[config.mk]
export PLATFORM = sky130hd
export DESIGN_NAME = cmd_serializer
export DESIGN_NICKNAME = d
export VERILOG_FILES = /design/src/rtl/cmd_pkg.sv /design/src/rtl/cmd_serializer.sv
export SDC_FILE = /design/constraint.sdc
export NUM_CORES = 1
export LEC_CHECK = 0
export ABC_AREA = 1
export CORE_MARGIN = 10
export CORE_UTILIZATION = 40
export CTS_BUF_LIST = sky130_fd_sc_hd__clkbuf_8
export DETAILED_ROUTE_END_ITERATION = 10
export GPL_ROUTABILITY_DRIVEN = 0
export HOLD_SLACK_MARGIN = 0.02
export PLACE_DENSITY = 0.76
export SYNTH_ARGS = -nofsm -noshare
export SYNTH_HDL_FRONTEND = slang
export SYNTH_SLANG_ARGS = --single-unit
export TNS_END_PERCENT = 30
[constraint.sdc]
create_clock -name clk -period 1.4 [get_ports clk]
set_clock_uncertainty 0.1 [all_clocks]
set_input_delay 0.21 -clock clk [delete_from_list [all_inputs] [get_ports clk]]
set_output_delay 0.21 -clock clk [all_outputs]
set_load 0.02 [all_outputs]
[src/rtl/cmd_pkg.sv]
// Shared types, field widths, frame constants and byte-selection helper for cmd_serializer.
// Optional frame checksum byte is enabled by defining CMD_CHKSUM_EN.
package cmd_pkg;

   typedef enum logic [1:0] {
      IDLE = 2'd0,
      SEND = 2'd1,
      WAIT = 2'd2,
      DONE = 2'd3
   } state_t;

   localparam logic [7:0] SYNC_BYTE_DEF  = 8'hA5;
   localparam int         DTYPE_W        = 4;
   localparam int         OP_W           = 5;
   localparam int         SRC_W          = 16;
   localparam int         IDX_W          = 3;
   localparam int         FRAME_LEN_BASE = 7;
   localparam int         FRAME_LEN_CHK  = 8;

`ifdef CMD_CHKSUM_EN
   localparam int         FRAME_LEN      = FRAME_LEN_CHK;
`else
   localparam int         FRAME_LEN      = FRAME_LEN_BASE;
`endif

   function automatic logic [7:0] frame_byte(
      input logic [IDX_W-1:0]   idx,
      input logic [7:0]         sync,
      input logic [DTYPE_W-1:0] dtype,
      input logic [OP_W-1:0]    op,
      input logic [SRC_W-1:0]   src1,
      input logic [SRC_W-1:0]   src2
   );
      logic [7:0] b;
      case (idx)
         3'd0:    b = sync;
         3'd1:    b = {dtype, 4'h0};
         3'd2:    b = {3'b000, op};
         3'd3:    b = src1[15:8];
         3'd4:    b = src1[7:0];
         3'd5:    b = src2[15:8];
         3'd6:    b = src2[7:0];
`ifdef CMD_CHKSUM_EN
         // Sync byte is deliberately excluded from the checksum.
         3'd7:    b = {dtype, 4'h0} ^ {3'b000, op} ^ src1[15:8] ^ src1[7:0]
                      ^ src2[15:8] ^ src2[7:0];
`endif
         default: b = 8'h00;
      endcase
      return b;
   endfunction

endpackage

[src/rtl/cmd_serializer.sv]
// Serializes one command frame per start request into UART bytes with a tx_done handshake.
// Defining CMD_CHKSUM_EN appends an XOR checksum byte (8-byte frame instead of 7).
//
// state | meaning
// IDLE  | waiting for start; fields captured on acceptance
// SEND  | uart_valid pulse with byte[index]
// WAIT  | byte held on uart_out until tx_done
// DONE  | done pulse, frame complete
module cmd_serializer
   import cmd_pkg::*;
#(
   parameter logic [7:0] SYNC_BYTE = SYNC_BYTE_DEF
) (
   input  logic               clk,
   input  logic               n_rst,
   input  logic               start,
   input  logic [DTYPE_W-1:0] dtype,
   input  logic [OP_W-1:0]    op,
   input  logic [SRC_W-1:0]   src1,
   input  logic [SRC_W-1:0]   src2,
   output logic [7:0]         uart_out,
   output logic               uart_valid,
   input  logic               tx_done,
   output logic               busy,
   output logic               done
);

   localparam logic [IDX_W-1:0] LAST_IDX = IDX_W'(FRAME_LEN - 1);

   state_t             r_state;
   state_t             w_state_nxt;
   logic [IDX_W-1:0]   r_idx;
   logic [DTYPE_W-1:0] r_dtype;
   logic [OP_W-1:0]    r_op;
   logic [SRC_W-1:0]   r_src1;
   logic [SRC_W-1:0]   r_src2;
   logic [7:0]         w_byte;

   always_ff @(posedge clk or negedge n_rst) begin
      if (!n_rst) begin
         r_state <= IDLE;
      end else begin
         r_state <= w_state_nxt;
      end
   end

   always_comb begin
      w_state_nxt = r_state;
      uart_valid  = 1'b0;
      done        = 1'b0;
      case (r_state)
         IDLE: if (start) w_state_nxt = SEND;
         SEND: begin
            uart_valid  = 1'b1;
            w_state_nxt = WAIT;
         end
         WAIT: if (tx_done) w_state_nxt = (r_idx == LAST_IDX) ? DONE : SEND;
         DONE: begin
            done        = 1'b1;
            w_state_nxt = IDLE;
         end
         default: w_state_nxt = IDLE;
      endcase
   end

   always_ff @(posedge clk or negedge n_rst) begin
      if (!n_rst) begin
         r_idx   <= '0;
         r_dtype <= '0;
         r_op    <= '0;
         r_src1  <= '0;
         r_src2  <= '0;
      end else if (r_state == IDLE && start) begin
         r_idx   <= '0;
         r_dtype <= dtype;
         r_op    <= op;
         r_src1  <= src1;
         r_src2  <= src2;
      end else if (r_state == WAIT && tx_done && r_idx != LAST_IDX) begin
         r_idx   <= r_idx + 1'b1;
      end
   end

   assign w_byte = frame_byte(r_idx, SYNC_BYTE, r_dtype, r_op, r_src1, r_src2);

   // Byte is only presented while a transfer is in flight so IDLE/DONE read as zero.
   assign uart_out = (r_state == SEND || r_state == WAIT) ? w_byte : 8'h00;
   assign busy     = (r_state != IDLE);

endmodule

* Word-level counts from Yosys, hierarchy flattened
Cells that the tools add are included.
Word-level totals: input bits 45, register bits after elaboration 46, output and inout bits 11
Cells by class: add/subtract/negate cells 1, reduce and logical (&&, ||, !) cells 9, eq/ne operators 12, multiplexer cells 10
Operators by type and width (number):
- one-hot mux 8 bit (7 select lines) | 1
- equality test 3 bit, second input constant | 3
- 2-to-1 mux 8 bit | 1
- one-hot mux 2 bit (4 select lines) | 1
- equality test 3 x 2 -> 1 bit, second input constant | 2
- 2-to-1 mux 2 bit | 3
- 2-to-1 mux 3 bit | 2
- equality test 2 bit, second input constant | 2
- inequality test 2 bit, second input constant | 2
- nonzero test 2 bit | 2
- adder 3 x 1 -> 3 bit, second input constant | 1
- equality test 3 x 1 -> 1 bit, second input constant | 1
- logical AND 1 bit | 3
- logical NOT 3 bit | 1
- inequality test 3 bit, second input constant | 1
- equality test 2 x 1 -> 1 bit, second input constant | 1
- logical NOT 2 bit | 1
- 2-to-1 mux 1 bit | 2
- AND reduction 2 bit | 1
- logical OR 1 bit | 1

* Depth between registers and ports, before layout
Gate-level depths: netlist of run 1.
depth after elaboration 5, gate-level depth with buffers 8, gate-level depth less buffers 8

* Worst setup path before layout of run 1
Ideal clock, no wire load.
path kind reg2out, from register r_idx[2], to output port uart_out[4], cell stages (with the launch flop) 9, slack -384 ps, buffers on the path 2, arrival 1474 ps, cells stage by stage dfrtp_1 inv_2 buf_6 ha_1 clkbuf_1 nand2_1 nand2_1 nor2_1 a21oi_1
Between the ends: word-level cells in the longest chain between the ends 3
Ends and longest elaborated chain:
- start, declared | RTL line cmd_serializer.sv:32 | logic [IDX_W-1:0] r_idx;
- start signal, assigned | RTL line cmd_serializer.sv:80 | r_idx <= r_idx + 1'b1;
- equality test 3 bit (tied with other cells) | RTL line cmd_pkg.sv:35 | case (idx)
- one-hot mux 8 bit (7 select lines) * | RTL line cmd_pkg.sv:35
- 2-to-1 mux 8 bit * | RTL line cmd_serializer.sv:87 | assign uart_out = (r_state == SEND || r_state == WAIT) ? w_byte : 8'h00;
- end, declared | RTL line cmd_serializer.sv:21 | output logic [7:0] uart_out,
Mark *: on every way between the ends. The rest lies on a longest branch, timed or not.

* Worst setup path in the final report of run 1
from register r_idx[1], to output port uart_out[0]
The elaborated chain is that of the path after synthesis.

==> results of run 1 <==
cell families (layout without fill, tap and decap cells):
| family | Yosys count | count (layout) |
|---|---|---|
| AO/OA/AOI/OAI | 9 | 9 |
| adder cells (fa/ha/maj) | 9 | 9 |
| buffers and inverters | 25 | 123 |
| flip-flops | 46 | 46 |
| AND/OR/NAND/NOR | 211 | 211 |
repair_timing:
| item | CTS | global route |
|---|---|---|
| endpoints found under the setup margin | 55 | 57 |
| gates cloned | 0 | 3 |
| gates resized for setup | 95 | 73 |
| pin swaps | 16 | 21 |
| hold buffers | 1 | 0 |
| endpoints found under the hold margin | 46 | 0 |
| setup buffers | 7 | 6 |
worst min path at each step:
stage	from	to	slack [ps]	depth (start not counted)
3_5_place_dp	n_rst	r_state[1]$_DFFE_PN0P_	110	2
6_report	n_rst	r_idx[0]$_DFFE_PN0P_	330	3
4_1_cts	op[4]	r_op[4]$_DFFE_PN0P_	330	3
5_1_grt	src2[11]	r_src2[11]$_DFFE_PN0P_	340	3
2_1_floorplan	n_rst	r_dtype[0]$_DFFE_PN0P_	-190	0
3_3_place_gp	n_rst	r_state[1]$_DFFE_PN0P_	110	2
layer usage:
layer  global-route usage (%)  wire [um]  share of wire [%]
met5                        0          0                  0
met4                     4.17        154                2.1
met3                     3.97        351                4.7
met2                     24.8       3830                 52
met1                     15.4       3070                 41
synthesized netlist by cell type:
master | instances | area share (%)
nand3_2 | 2 | 0.85
nand2_1 | 141 | 22
nand2_2 | 13 | 3.5
a21oi_1 | 2 | 0.42
clkinv_1 | 2 | 0.32
or2_1 | 1 | 0.27
inv_2 | 2 | 0.32
nand4_1 | 1 | 0.27
clkbuf_1 | 1 | 0.16
o21ai_0 | 4 | 0.85
inv_4 | 1 | 0.27
nor2_1 | 18 | 2.9
buf_2 | 4 | 0.85
inv_1 | 6 | 0.96
o21ai_1 | 3 | 0.64
ha_1 | 9 | 4.8
buf_4 | 1 | 0.32
clkbuf_4 | 1 | 0.32
buf_6 | 7 | 3.3
nand3_1 | 35 | 7.4
dfrtp_1 | 46 | 49
final cells by class:
cell class | count | area share [%]
flip-flops and latches | 46 | 29.8
repair inverters | 1 | 0.226
multi-input cells | 229 | 35.6
well taps | 72 | 2.33
clock buffers | 5 | 1.78
repair buffers | 103 | 27.7
clock inverters | 3 | 0.970
inverters | 11 | 1.58
through the flow:
step | util (%) | TNS [ps]
4_1_cts | 63.1 | -5520
5_1_grt | 69.0 | -8850
3_5_place_dp | 57.7 | -8750
6_report | 69.0 | -6580
3_3_place_gp | 57.7 | -6170
2_1_floorplan | - | -950
worst max-delay path, delay by kind of cell, from the launching register on:
kind	cells	cell delay [ps]
flip-flops	1	440
adder cells (fa/ha/maj)	1	160
AND/OR/NAND/NOR	4	360
buffers and inverters	3	400
flip-flops by register name, summed over array words and instances, names as in the netlist:
| signal | count |
|---|---|
| r_state | 2 |
| r_op | 5 |
| r_dtype | 4 |
| r_idx | 3 |
| r_src2 | 16 |
| r_src1 | 16 |
power breakdown:
part           switching (mW)  total [mW]  internal, mW
registers               0.469        2.42          1.95
clock network           0.444       0.964         0.520
logic                    2.37        4.64          2.28
==> flow_metrics.py, run 1 <==
metrics = {
    "logic_synthesis": {
        "synthesis.area_um2": 2360,
        "syn_inst": 300,
        "yosysSeqAreaShare_pct": 48.9,
        "synth_top_family_by_area": "simple AND/OR/NAND/NOR gates",
        "yosys.area_share.simple_pct": 37.6,
        "syn_nets": 354,
        "syn_area_per_cell_um2": 7.85,
        "synth-compound-area-share_pct": 1.91,
        "synth_mux_area_share_pct": 0,
        "synth_seq_cells": 46,
        "synthAdderAreaFrac_pct": 4.78,
        "yosysWarnings": 0,
        "synthXorXnorAreaFrac_pct": 0,
        "ys_types": 21,
    },
    "die": {
        "rows": 27,
        "io_pins": 56,
        "design.core.area_um2": 5610,
        "start_util_pct": 42.0,
        "die_y_um": 96.7,
        "die_area_um2": 9360,
        "dieWidth_um": 96.7,
    },
    "worst_setup_path": {
        "setup.worst_path.end": "uart_out[0]",
        "endpoint_kind": "primary output",
        "path_max_fanout": 7,
        "rr_startpoint": "r_idx[1]$_DFFE_PN0P_",
        "crit_slowest_cell": "dfrtp_2",
        "critPathMaxStageDelay_ps": 440,
        "start_kind": "flop",
        "worstSetupPathType": "reg2out",
        "cp.required_ps": 1090,
        "reg2reg_to": "r_idx[1]$_DFFE_PN0P_",
        "startpoint": "r_idx[1]$_DFFE_PN0P_",
        "path_cells": "buf_4, ha_4, buf_6, nand3_1, nand3_2, nor2_2, nor2_2, buf_6",
        "r2r_cells": 10,
        "rrSetupSlack_ps": -360,
        "cp_data_arrival_time_ps": 1670,
    },
    "final_layout": {
        "multi_input_area_um2": 1380,
        "diodes": 0,
        "area_growth_pct": 64.2,
        "layout_common_cells": "nand2_1, dfrtp_1, clkdlybuf4s50_1",
        "finalNonFillerCells": 470,
        "fin_area_um2": 3870,
        "final_common_cell": "nand2_1",
        "drive_gt1_share_pct": 40.7,
        "fillerInstances": 440,
        "seqCellArea_um2": 1150,
        "nets": 451,
    },
    "drt": {
        "initialDrtViolationCount": 119,
        "route.detailed.drc": 0,
        "vias_per_cell": 4.99,
        "drt_wl_total_um": 7410,
        "vias": 2344,
        "antenna_left": 0,
        "dr.pass1.iters": 4,
        "wl_per_cell_um": 15.8,
    },
    "sta": {
        "fin_crit_sh_pct": 141,
        "holdWs_ps": 329,
        "period_minus_slack_ps": 1980,
        "fin_ws_ps": -577,
        "rsz0062_at_grt": "true",
        "slew_viol_final": 0,
        "setup_violations": 50,
        "clock.fmax_ghz": 0.506,
        "relSlewSlack_pct": 83.0,
        "final_hold_viol_count": 0,
        "worst_slew_pin_slew_ps": 256,
    },
    "outcome": {
        "failed_checks": "negative setup slack",
        "status": "finished, violations left",
    },
    "global_route": {
        "grt_max_degree": 47,
        "grt_pass1_wl_um": 11100,
        "antenna_found_initial": 0,
        "grt_use_total_pct": 13.8,
        "grt_overflow": 0,
        "grt_pass1_vias": 2428,
    },
    "flow_run": {
        "max_cap_violations": 0,
    },
    "pwr": {
        "vdd_ir_drop_max_mv": 1.05,
        "p_total_mw": 8.03,
        "powerDensity_nw_per_um2": 2070,
        "p_leak_nw": 1.88,
    },
    "cts": {
        "cts_sinks": 46,
        "clk_pin_slew_ps": 90,
        "clock_path_buffers": 2,
        "clk_latency_ps": 300,
        "cts-htree-levels": 2,
        "cts_buffers": 5,
        "clock-root-buffer": "clkbuf_8",
        "cts_tree": "done",
    },
    "place": {
        "detailed_place_hpwl_um": 4730,
        "place_area_um2": 3230,
        "dp_slack_ps": -724,
        "portBuffers": 55,
        "dpl.cell_count": 448,
    },
    "min_path": {
        "hp-class": "in2async",
    },
}
Note: power is estimated with default switching activity, not from simulation.
==> run 2: changes to the inputs <==
--- a/config.mk
+++ b/config.mk
@@ -6,13 +6,16 @@
 export NUM_CORES = 1
 export LEC_CHECK = 0
 export ABC_AREA = 1
+export CORE_ASPECT_RATIO = 0.8
 export CORE_MARGIN = 10
 export CORE_UTILIZATION = 40
 export CTS_BUF_LIST = sky130_fd_sc_hd__clkbuf_8
 export DETAILED_ROUTE_END_ITERATION = 10
 export GPL_ROUTABILITY_DRIVEN = 0
 export HOLD_SLACK_MARGIN = 0.02
+export MAX_ROUTING_LAYER = met4
 export PLACE_DENSITY = 0.76
+export SLEW_MARGIN = 25
 export SYNTH_ARGS = -nofsm -noshare
 export SYNTH_HDL_FRONTEND = slang
 export SYNTH_SLANG_ARGS = --single-unit
==> flow_metrics.py, run 2 (synthesis results as in run 1) <==
metrics = {
    "pwr": {
        "pwr-share-clk_pct": 12.7,
        "seq_power_share_pct": 31.2,
        "powerDensity_nw_per_um2": 2020,
        "p_total_mw": 7.58,
        "power.internal_mw": 4.48,
        "p_leak_nw": 1.84,
        "p_switching_mw": 3.10,
        "vdd_ir_drop_max_mv": 0.814,
        "switching_share_pct": 40.9,
        "combPwrFrac_pct": 56.2,
    },
    "drt": {
        "dr.pass1.iters": 5,
        "vias": 2276,
        "route.detailed.drc": 0,
        "initialDrtViolationCount": 89,
        "drt_wl_total_um": 6930,
        "antenna_left": 0,
        "wl_per_cell_um": 14.8,
        "vias_per_cell": 4.85,
    },
    "cts": {
        "cts_buffers": 5,
        "clk_latency_ps": 310,
        "clock_path_buffers": 2,
        "cts_sinks": 46,
        "clk_pin_slew_ps": 90,
        "cts-htree-levels": 2,
        "clock-root-buffer": "clkbuf_8",
        "cts_tree": "done",
    },
    "die": {
        "start_util_pct": 42.2,
        "die_area_um2": 9380,
        "dieWidth_um": 106,
        "io_pins": 56,
        "rows": 24,
        "design.core.area_um2": 5590,
        "die_y_um": 88.6,
    },
    "global_route": {
        "grt_pass1_wl_um": 10800,
        "grt_pass1_vias": 2311,
        "grt_max_degree": 31,
        "antenna_found_initial": 0,
        "grt_use_total_pct": 14.5,
        "grt_overflow": 0,
    },
    "worst_setup_path": {
        "r2r_cells": 9,
        "cp_data_arrival_time_ps": 1680,
        "endpoint_kind": "primary output",
        "cp.required_ps": 1090,
        "path_max_fanout": 8,
        "worstSetupPathType": "reg2out",
        "start_kind": "flop",
    },
    "sta": {
        "fin_ws_ps": -590,
        "slew_viol_final": 0,
        "fin_crit_sh_pct": 142,
        "setup_violations": 52,
        "final_hold_viol_count": 0,
        "worst_slew_pin_slew_ps": 445,
        "relSlewSlack_pct": 70.4,
        "period_minus_slack_ps": 1990,
        "clock.fmax_ghz": 0.502,
        "rsz0062_at_grt": "true",
    },
    "final_layout": {
        "multi_input_area_um2": 1330,
        "layout_common_cells": "nand2_1, dfrtp_1, nand2_2, clkdlybuf4s50_1, nand3_1",
        "fillerInstances": 454,
        "finalNonFillerCells": 469,
        "nets": 444,
        "area_growth_pct": 58.9,
        "diodes": 0,
        "top_regs": "r_src1 x16, r_src2 x16, r_op x5",
        "fin_area_um2": 3740,
        "drive_gt1_share_pct": 37.9,
        "final_common_cell": "nand2_1",
        "seqCellArea_um2": 1150,
        "fin_util_pct": 67.0,
    },
    "place": {
        "portBuffers": 55,
        "detailed_place_hpwl_um": 4870,
        "dp_slack_ps": -709,
        "dpl.cell_count": 450,
        "place_area_um2": 3210,
    },
    "outcome": {
        "failed_checks": "negative setup slack",
        "status": "finished, violations left",
    },
    "flow_run": {
        "max_cap_violations": 0,
    },
    "min_path": {
        "hp-class": "in2async",
    },
}
-- run 2: cell types whose count changed in the layout (fill, tap and decap cells not counted), moves of 3 or more --
| cell | previous run | this run |
|---|---|---|
| o21ai_0 | 1 | 4 |
| nor2_1 | 2 | 6 |
| clkbuf_8 | 5 | 8 |
| nor2_2 | 14 | 10 |
| nand2_1 | 110 | 105 |
| ha_4 | 9 | 6 |
| nand3_2 | 9 | 5 |
| buf_4 | 29 | 26 |
| nand2_2 | 40 | 43 |
| nand3_1 | 27 | 31 |
-- run 2: final timing paths --
path / slack (ps) / from / end
min: 270 / n_rst / r_src2[5]$_DFFE_PN0P_
max reg2reg: -230 / r_idx[1]$_DFFE_PN0P_ / r_idx[0]$_DFFE_PN0P_
min reg2reg: 390 / r_src2[7]$_DFFE_PN0P_ / r_src2[7]$_DFFE_PN0P_
max: -590 / r_idx[1]$_DFFE_PN0P_ / uart_out[0]
min in group clk: 330 / src2[15] / r_src2[15]$_DFFE_PN0P_
max in group asynchronous: 420 / n_rst / r_op[4]$_DFFE_PN0P_
-- run 2: area by class of cell --
type / count / share of cell area, %
multi-input combinational: 229 / 35.5
sequential: 46 / 30.8
timing repair buffer: 97 / 26.6
clock buffer: 8 / 2.94
tap: 78 / 2.61
inverter: 11 / 1.60
-- run 2: metal layers --
metal	vias to the layer above	wire length, um	track usage [%]	part of all wire (%)
li1	1116	-	-	-
met1	1070	2890	17.0	42
met2	80	3510	24.4	51
met3	10	449	3.99	6.5
met4	0	84	3.68	1.2
met5	-	0	-	0
-- run 2: repair_timing --
item | in CTS | in global routing
cloned | 0 | 2
endpoints found under the hold margin | 16 | 0
endpoints found under the setup margin | 55 | 57
setup buffers | 4 | 8
pin swaps | 12 | 11
hold buffers | 1 | 0
resized for setup | 91 | 61
-- run 2: worst max-delay path: stages (launching register included) --
cell,delay [ps]
dfrtp_1,430
inv_2,110
ha_2,260
o21ai_0,150
nand2_1,100
nor2_1,50
nor2_2,120
buf_6,130
-- run 2: power groups by stage --
stage,clock network (mW),logic (mW),registers (mW)
6_report,0.959,4.26,2.36
5_1_grt,1.02,4.66,2.43
4_1_cts,0.967,3.75,2.32
3_5_place_dp,0,3.39,2.33
3_3_place_gp,0,3.29,2.31
2_1_floorplan,0,2.01,2.23
-- run 2: metrics by stage --
step / TNS, ps / hold slack, ps
floorplan: -950 / -186
global placement: -8020 / 64.1
detailed placement: -8810 / 77.6
CTS: -4720 / 290
global route: -9190 / 302
finish: -5930 / 266
==> run 3: changes to the inputs <==
--- a/config.mk
+++ b/config.mk
@@ -15,7 +15,6 @@
 export HOLD_SLACK_MARGIN = 0.02
 export MAX_ROUTING_LAYER = met4
 export PLACE_DENSITY = 0.76
-export SLEW_MARGIN = 25
 export SYNTH_ARGS = -nofsm -noshare
 export SYNTH_HDL_FRONTEND = slang
 export SYNTH_SLANG_ARGS = --single-unit
==> results of run 3 <==
No change in the layout: final DEF, timing and power equal those of run 2.
